<file path="src/rtl/uart_tx_arbiter.sv">
`default_nettype none
// ============================================================================
// Module      : uart_tx_arbiter
// Description : Round-robin arbiter that shares one 8-bit valid/ready UART
//               transmit byte channel between NUM_REQ requesters. A grant is
//               held for a whole message (until req_last) or until MAX_BURST
//               bytes have been forwarded, so messages never interleave.
//               There is one idle bubble cycle between consecutive grants.
//
// Parameters  : NUM_REQ   - number of requesters (2..8)
//               MAX_BURST - byte cap per grant (1..255)
//
// Ports       : clk        in   clock
//               reset      in   synchronous, active-high reset
//               req_valid  in   [NUM_REQ]   per-requester byte valid
//               req_data   in   [8*NUM_REQ] requester i on bits [8i+7:8i]
//               req_last   in   [NUM_REQ]   final byte of requester i message
//               req_ready  out  [NUM_REQ]   per-requester byte accepted
//               out_valid  out  byte valid to UART (tx_data_valid)
//               out_data   out  [8] byte to UART (tx_data)
//               out_ready  in   UART ready (tx_data_ready)
//               grant_id   out  [$clog2(NUM_REQ)] current / most recent grant
//               busy       out  high while a grant is active
//
// Build option: UART_ARB_ID_HEADER_EN - when defined, every grant first sends
//               a header byte 8'hA0 | grant_id before the requester's bytes.
//               The header byte does not count toward MAX_BURST.
//
// Revision    : 1.0 - initial release
// ============================================================================
module uart_tx_arbiter #(
    parameter int NUM_REQ   = 4,
    parameter int MAX_BURST = 16
) (
    input  logic                       clk,
    input  logic                       reset,
    input  logic [NUM_REQ-1:0]         req_valid,
    input  logic [8*NUM_REQ-1:0]       req_data,
    input  logic [NUM_REQ-1:0]         req_last,
    output logic [NUM_REQ-1:0]         req_ready,
    output logic                       out_valid,
    output logic [7:0]                 out_data,
    input  logic                       out_ready,
    output logic [$clog2(NUM_REQ)-1:0] grant_id,
    output logic                       busy
);

    localparam int               c_GW        = $clog2(NUM_REQ);
    localparam logic [c_GW:0]    c_NUM_EXT   = (c_GW+1)'(NUM_REQ);
    localparam logic [7:0]       c_MAX_BURST = 8'(MAX_BURST);

    typedef enum logic [1:0] {
        S_IDLE   = 2'd0,
        S_STREAM = 2'd1,
        S_HEADER = 2'd2
    } state_e;

    state_e            state_q, state_d;
    logic [c_GW-1:0]   grant_q, grant_d;
    logic [c_GW-1:0]   rr_q,    rr_d;
    logic [7:0]        burst_q, burst_d;

    logic              w_sel_found;
    logic [c_GW-1:0]   w_sel_idx;
    logic [c_GW:0]     w_sum;
    logic [c_GW-1:0]   w_idx;
    logic [7:0]        w_burst_inc;
    logic              w_xfer;

    // ------------------------------------------------------------------------
    // Round-robin selection: scan rr_q+1, rr_q+2, ... wrapping modulo NUM_REQ.
    // The scan ends at rr_q itself, so the last-served requester has the
    // lowest priority. The sum is one bit wider so the wrap works for
    // non-power-of-two NUM_REQ.
    // ------------------------------------------------------------------------
    always_comb begin
        w_sel_found = 1'b0;
        w_sel_idx   = '0;
        w_sum       = '0;
        w_idx       = '0;
        for (int k = 1; k <= NUM_REQ; k++) begin
            w_sum = {1'b0, rr_q} + (c_GW+1)'(k);
            if (w_sum >= c_NUM_EXT) begin
                w_sum = w_sum - c_NUM_EXT;
            end
            w_idx = w_sum[c_GW-1:0];
            if (!w_sel_found && req_valid[w_idx]) begin
                w_sel_found = 1'b1;
                w_sel_idx   = w_idx;
            end
        end
    end

    assign w_burst_inc = burst_q + 8'd1;

    // ------------------------------------------------------------------------
    // State register
    // ------------------------------------------------------------------------
    always_ff @(posedge clk) begin
        if (reset) begin
            state_q <= S_IDLE;
            grant_q <= '0;
            rr_q    <= c_GW'(NUM_REQ - 1);
            burst_q <= '0;
        end else begin
            state_q <= state_d;
            grant_q <= grant_d;
            rr_q    <= rr_d;
            burst_q <= burst_d;
        end
    end

    // ------------------------------------------------------------------------
    // Next-state and output logic
    // ------------------------------------------------------------------------
    always_comb begin
        state_d   = state_q;
        grant_d   = grant_q;
        rr_d      = rr_q;
        burst_d   = burst_q;
        out_valid = 1'b0;
        out_data  = 8'h00;
        req_ready = '0;
        busy      = 1'b0;
        w_xfer    = 1'b0;

        case (state_q)
            S_IDLE: begin
                if (w_sel_found) begin
                    grant_d = w_sel_idx;
                    burst_d = '0;
`ifdef UART_ARB_ID_HEADER_EN
                    state_d = S_HEADER;
`else
                    state_d = S_STREAM;
`endif
                end
            end

            S_STREAM: begin
                busy               = 1'b1;
                // Straight pass-through: the requester holds its byte while
                // out_ready is low, so out_data stays stable during a stall.
                out_valid          = req_valid[grant_q];
                out_data           = req_data[{grant_q, 3'b000} +: 8];
                req_ready[grant_q] = out_ready;
                w_xfer             = out_valid && out_ready && !reset;
                if (w_xfer) begin
                    burst_d = (burst_q == c_MAX_BURST) ? burst_q : w_burst_inc;
                    if (req_last[grant_q] || (w_burst_inc == c_MAX_BURST)) begin
                        rr_d    = grant_q;
                        state_d = S_IDLE;
                    end
                end
            end

`ifdef UART_ARB_ID_HEADER_EN
            S_HEADER: begin
                busy      = 1'b1;
                out_valid = 1'b1;
                out_data  = 8'hA0 | 8'(grant_q);
                if (out_ready) begin
                    state_d = S_STREAM;
                end
            end
`endif

            default: begin
                state_d = S_IDLE;
            end
        endcase

        // No byte may be handed over on a reset cycle, even mid-message.
        if (reset) begin
            out_valid = 1'b0;
            req_ready = '0;
        end
    end

    assign grant_id = grant_q;

endmodule
`default_nettype wire

</file>
<file path="config.mk">
export PLATFORM = sky130hd
export DESIGN_NAME = uart_tx_arbiter
export DESIGN_NICKNAME = d
export VERILOG_FILES = /design/src/rtl/uart_tx_arbiter.sv
export SDC_FILE = /design/constraint.sdc
export NUM_CORES = 1
export LEC_CHECK = 0
export BUFFER_PORTS_ARGS = -buffer_cell sky130_fd_sc_hd__buf_2
export CORE_UTILIZATION = 40
export DETAILED_ROUTE_END_ITERATION = 8
export PLACE_DENSITY = 0.76
export SETUP_SLACK_MARGIN = 0.1
export SYNTH_ARGS = -nofsm -noshare
export SYNTH_HDL_FRONTEND = slang
export SYNTH_SLANG_ARGS = --single-unit
</file>
<file path="constraint.sdc">
create_clock -name clk -period 1.6 [get_ports clk]
set_input_delay 0.08 -clock clk [delete_from_list [all_inputs] [get_ports clk]]
set_output_delay 0.08 -clock clk [all_outputs]
set_load 0.02 [all_outputs]
</file>
==> qor.txt <==
GLOBAL ROUTE
----------------------------------------------------------------------------------------
Total grt overflow ........................................................            0
First-pass GRT wire length ................................................      4850 um
Total routing usage reported by global routing ............................        23.3%
Maximum number of pins on one net before global-route repair ..............           16
Vias in the first global route ............................................         1117
Antenna violations before repair ..........................................            0

CTS
----------------------------------------------------------------------------------------
CTS tree ..................................................................        built
Clock-pin slew on the worst setup and hold paths ..........................      0.09 ns
Hold buffers post-CTS .....................................................            0
H-tree Lvls ...............................................................            1
Buffer cell driving the clock tree root ................................... sky130_fd_sc_hd__clkbuf_4
Number of clock sinks .....................................................           13
Clock insertion delay at the later pin of the skew report .................      0.29 ns
TritonCTS buffer count ....................................................            3
Maximum number of buffers from clock root to sink .........................            2

SETUP PATH
----------------------------------------------------------------------------------------
Largest fanout on the critical path .......................................            8
WP data required ..........................................................      1.52 ns
Worst Path Arrival ........................................................      1.58 ns
Number of cells on the worst reg-to-reg path ..............................            4
Kind of capture point of the worst setup path ............................. primary output
Critical path start-end classification .................................... flip-flop to primary output
Kind of launch point of the worst setup path ..............................    flip-flop

POWER AND IR DROP
----------------------------------------------------------------------------------------
Peak supply drop ..........................................................     0.494 mV
Total leakage power .......................................................  0.000751 uW
Total power divided by cell area ..........................................  550 nW/um^2

FLOORPLAN
----------------------------------------------------------------------------------------
Number of placement rows ..................................................           18
Area of the core ..........................................................   2520 sq um
Total die area ............................................................   2920 sq um
Initial Util ..............................................................        43.0%
DIE WIDTH .................................................................      54.0 um
Chip Height ...............................................................      54.0 um
Top-level port count ......................................................           59

STATUS
----------------------------------------------------------------------------------------
Status .................................................................... finished with violations
Violations in the final reports ........................................... negative setup slack

FINAL LAYOUT
----------------------------------------------------------------------------------------
Antenna diode instance count ..............................................            0
Proportion of layout cells with a drive suffix above 1 ....................        60.9%
Footprint of the flip-flops and latches ...................................    274 sq um
Final design area excluding fillers .......................................   1690 sq um
Net count, final ..........................................................          238
Fill cell count ...........................................................          212
Area growth syn-to-layout .................................................        56.1%
Final cell utilization of the core ........................................        67.1%
Total area of multi-input combinational cells .............................    852 sq um

SYNTH
----------------------------------------------------------------------------------------
Seq cells post-synth ......................................................           13
Number of warnings printed during yosys synthesis .........................            0
Cell area after synthesis .................................................   1080 sq um
Syn Nets ..................................................................          170
Cells after synthesis .....................................................          125
Unique cell type count in the Yosys netlist ...............................           36
Sequential element share of the synthesized area ..........................        24.0%
Avg Synthesized Cell Area .................................................   8.67 sq um

ROUTE
----------------------------------------------------------------------------------------
# DRC .....................................................................            0
Number of nets with antenna violations after detailed routing .............            0
Vias post-DR ..............................................................         1223
Total iterations of the first detailed-routing run ........................            4
Detailed Route Iter0 Violations ...........................................           26
Post-DR vias/cell .........................................................         5.51
Routed length per instance ................................................      15.2 um
Routed WL .................................................................      3370 um

STA
----------------------------------------------------------------------------------------
Timing-limited maximum frequency ..........................................    0.602 GHz
Final hold violation count ................................................            0
Largest clock skew in the final design ....................................    0.0158 ns
Post-route minimum period .................................................      1.66 ns
Final WS setup ............................................................   -0.0613 ns
Portion of the clock cycle consumed by the worst path in the final layout .         104%
Final setup violation count ...............................................           11
Pin slew with the least headroom to its limit .............................     0.340 ns
Max_slew headroom .........................................................        77.1%
Unrepaired setup endpoints after global routing ...........................          yes
Number of max-slew violations in the final report .........................            0

PLACE
----------------------------------------------------------------------------------------
Placed cell area ..........................................................   1460 sq um
Port Buf Inserts ..........................................................           58
Routability congestion estimate ...........................................        0.846
Post-detailed-placement half-perimeter wirelength .........................      2420 um
Worst slack after detailed placement ......................................    0.0487 ns

MIN PATH
----------------------------------------------------------------------------------------
Worst Hold Depth ..........................................................            3
Worst hold path class ..................................................... primary input to flip-flop

JOB
----------------------------------------------------------------------------------------
Number of max-cap violations ..............................................            0

==> cells in the mapped netlist (all sizes together) <==
library cell,n,share of area (%)
dfxtp,13,24
nor2,13,4.5
and2,10,5.8
mux4,10,21
inv,9,3.1
o21ai,9,4.2
nand2,8,2.8
a21oi,5,2.3
clkbuf,5,1.8
nand3,4,1.8
nor3,4,1.8
buf,3,2.2
mux2i,3,2.8
nand2b,3,1.7
a211oi,2,1.4
a21o,2,1.4
a31oi,2,1.2
and3b,2,1.6
ha,2,2.3
nand4b,2,1.6
or3,2,1.2
a221o,1,0.92
mux2,1,1.0
nand3b,1,0.69
nand4bb,1,1.0
nor3b,1,0.69
nor4,1,0.58
o211ai,1,1.2
o22ai,1,0.58
o41ai,1,0.81
or2,1,0.58
xnor2,1,0.81
xor2,1,0.81
==> repair_timing <==
action                     in CTS  in global routing
pin swaps                      13                  6
gates resized for setup        36                 18
setup endpoints to repair      15                 23
buffers inserted                2                  2
==> cells in the final DEF, fill, tap and decap left out, types with 3 or more instances in the layout <==
master / synthesis / final
sky130_fd_sc_hd__dfxtp_4: 0 / 3
sky130_fd_sc_hd__and2_4: 0 / 8
sky130_fd_sc_hd__o21ai_2: 0 / 3
sky130_fd_sc_hd__nor3_1: 4 / 3
sky130_fd_sc_hd__clkbuf_4: 0 / 3
sky130_fd_sc_hd__buf_6: 1 / 12
sky130_fd_sc_hd__o21ai_1: 0 / 3
sky130_fd_sc_hd__nand2_1: 8 / 7
sky130_fd_sc_hd__nor2_1: 13 / 10
sky130_fd_sc_hd__inv_1: 9 / 8
sky130_fd_sc_hd__buf_2: 1 / 49
sky130_fd_sc_hd__dfxtp_1: 13 / 8
sky130_fd_sc_hd__nand3_1: 4 / 3
sky130_fd_sc_hd__buf_4: 1 / 9
sky130_fd_sc_hd__nor2_2: 0 / 3
sky130_fd_sc_hd__nand2b_1: 3 / 3
sky130_fd_sc_hd__mux4_2: 10 / 10
sky130_fd_sc_hd__o21ai_0: 9 / 3
sky130_fd_sc_hd__mux2i_1: 3 / 3
sky130_fd_sc_hd__a21oi_1: 5 / 4
==> sequential cells by signal, summed over array words and instances, names as in the netlist <==
register,cells
burst_q,8
state_q,1
rr_q,2
grant_id,2
==> logic make-up (layout without fill, tap and decap cells) <==
group / after synthesis / after routing / synth area share (%)
DFF: 13 / 13 / 24.0
adders and majority gates: 2 / 2 / 2.31
buffers and inverters: 17 / 84 / 7.16
and+or+nand+nor: 53 / 53 / 26.4
xor gates and xnor gates: 2 / 2 / 1.62
AOI/OAI and AO/OA: 24 / 24 / 13.9
muxes: 14 / 14 / 24.6
==> per-layer routing <==
layer	vias to the layer above	global-route usage, %	share of wire, %
li1	591	-	-
met1	595	30.6	42
met2	33	35.0	53
met3	4	7.63	3.9
met4	0	9.40	0.80
met5	-	0	0
==> worst max-delay path, stage by stage, from the launching register on <==
cell                      delay, ns
sky130_fd_sc_hd__dfxtp_4       0.37
sky130_fd_sc_hd__buf_12        0.13
sky130_fd_sc_hd__mux4_2        0.51
sky130_fd_sc_hd__and2_4        0.15
sky130_fd_sc_hd__buf_6         0.12
==> layout make-up <==
| class | count | share of cell area [%] |
|---|---|---|
| multi-input combinational | 95 | 50.4 |
| sequential | 13 | 16.2 |
| timing repair buffer | 71 | 27.7 |
| clock buffer | 4 | 1.55 |
| inverter | 9 | 2.00 |
| tap | 30 | 2.22 |
==> report_power, final <==
group,switching [uW],internal [uW]
sequential,11.3,331
clock,118,97.0
combinational,162,210
total,292,638
==> path summary, 6_finish.rpt <==
check	startpoint	end	slack, ns
setup / recovery	grant_id[0]$_SDFFE_PP0P_	out_data[1]	-0.06
setup reg to reg	grant_id[0]$_SDFFE_PP0P_	rr_q[0]$_SDFFE_PP1P_	-0.05
hold reg to reg	burst_q[6]$_SDFFE_PP0P_	burst_q[6]$_SDFFE_PP0P_	0.53
hold / removal	reset	grant_id[0]$_SDFFE_PP0P_	0.13
==> per-stage QoR <==
step	total power, uW	hold slack [ns]	setup TNS [ns]	cells
after floorplan	535	0.339	-0.0139	125
after global placement	636	0.420	0	214
after detailed placement	646	0.424	0	214
after CTS	908	0.143	-0.312	220
after global routing	977	0.148	-1.02	222
final	930	0.131	-0.462	222
(Power assumes the default switching activity.)
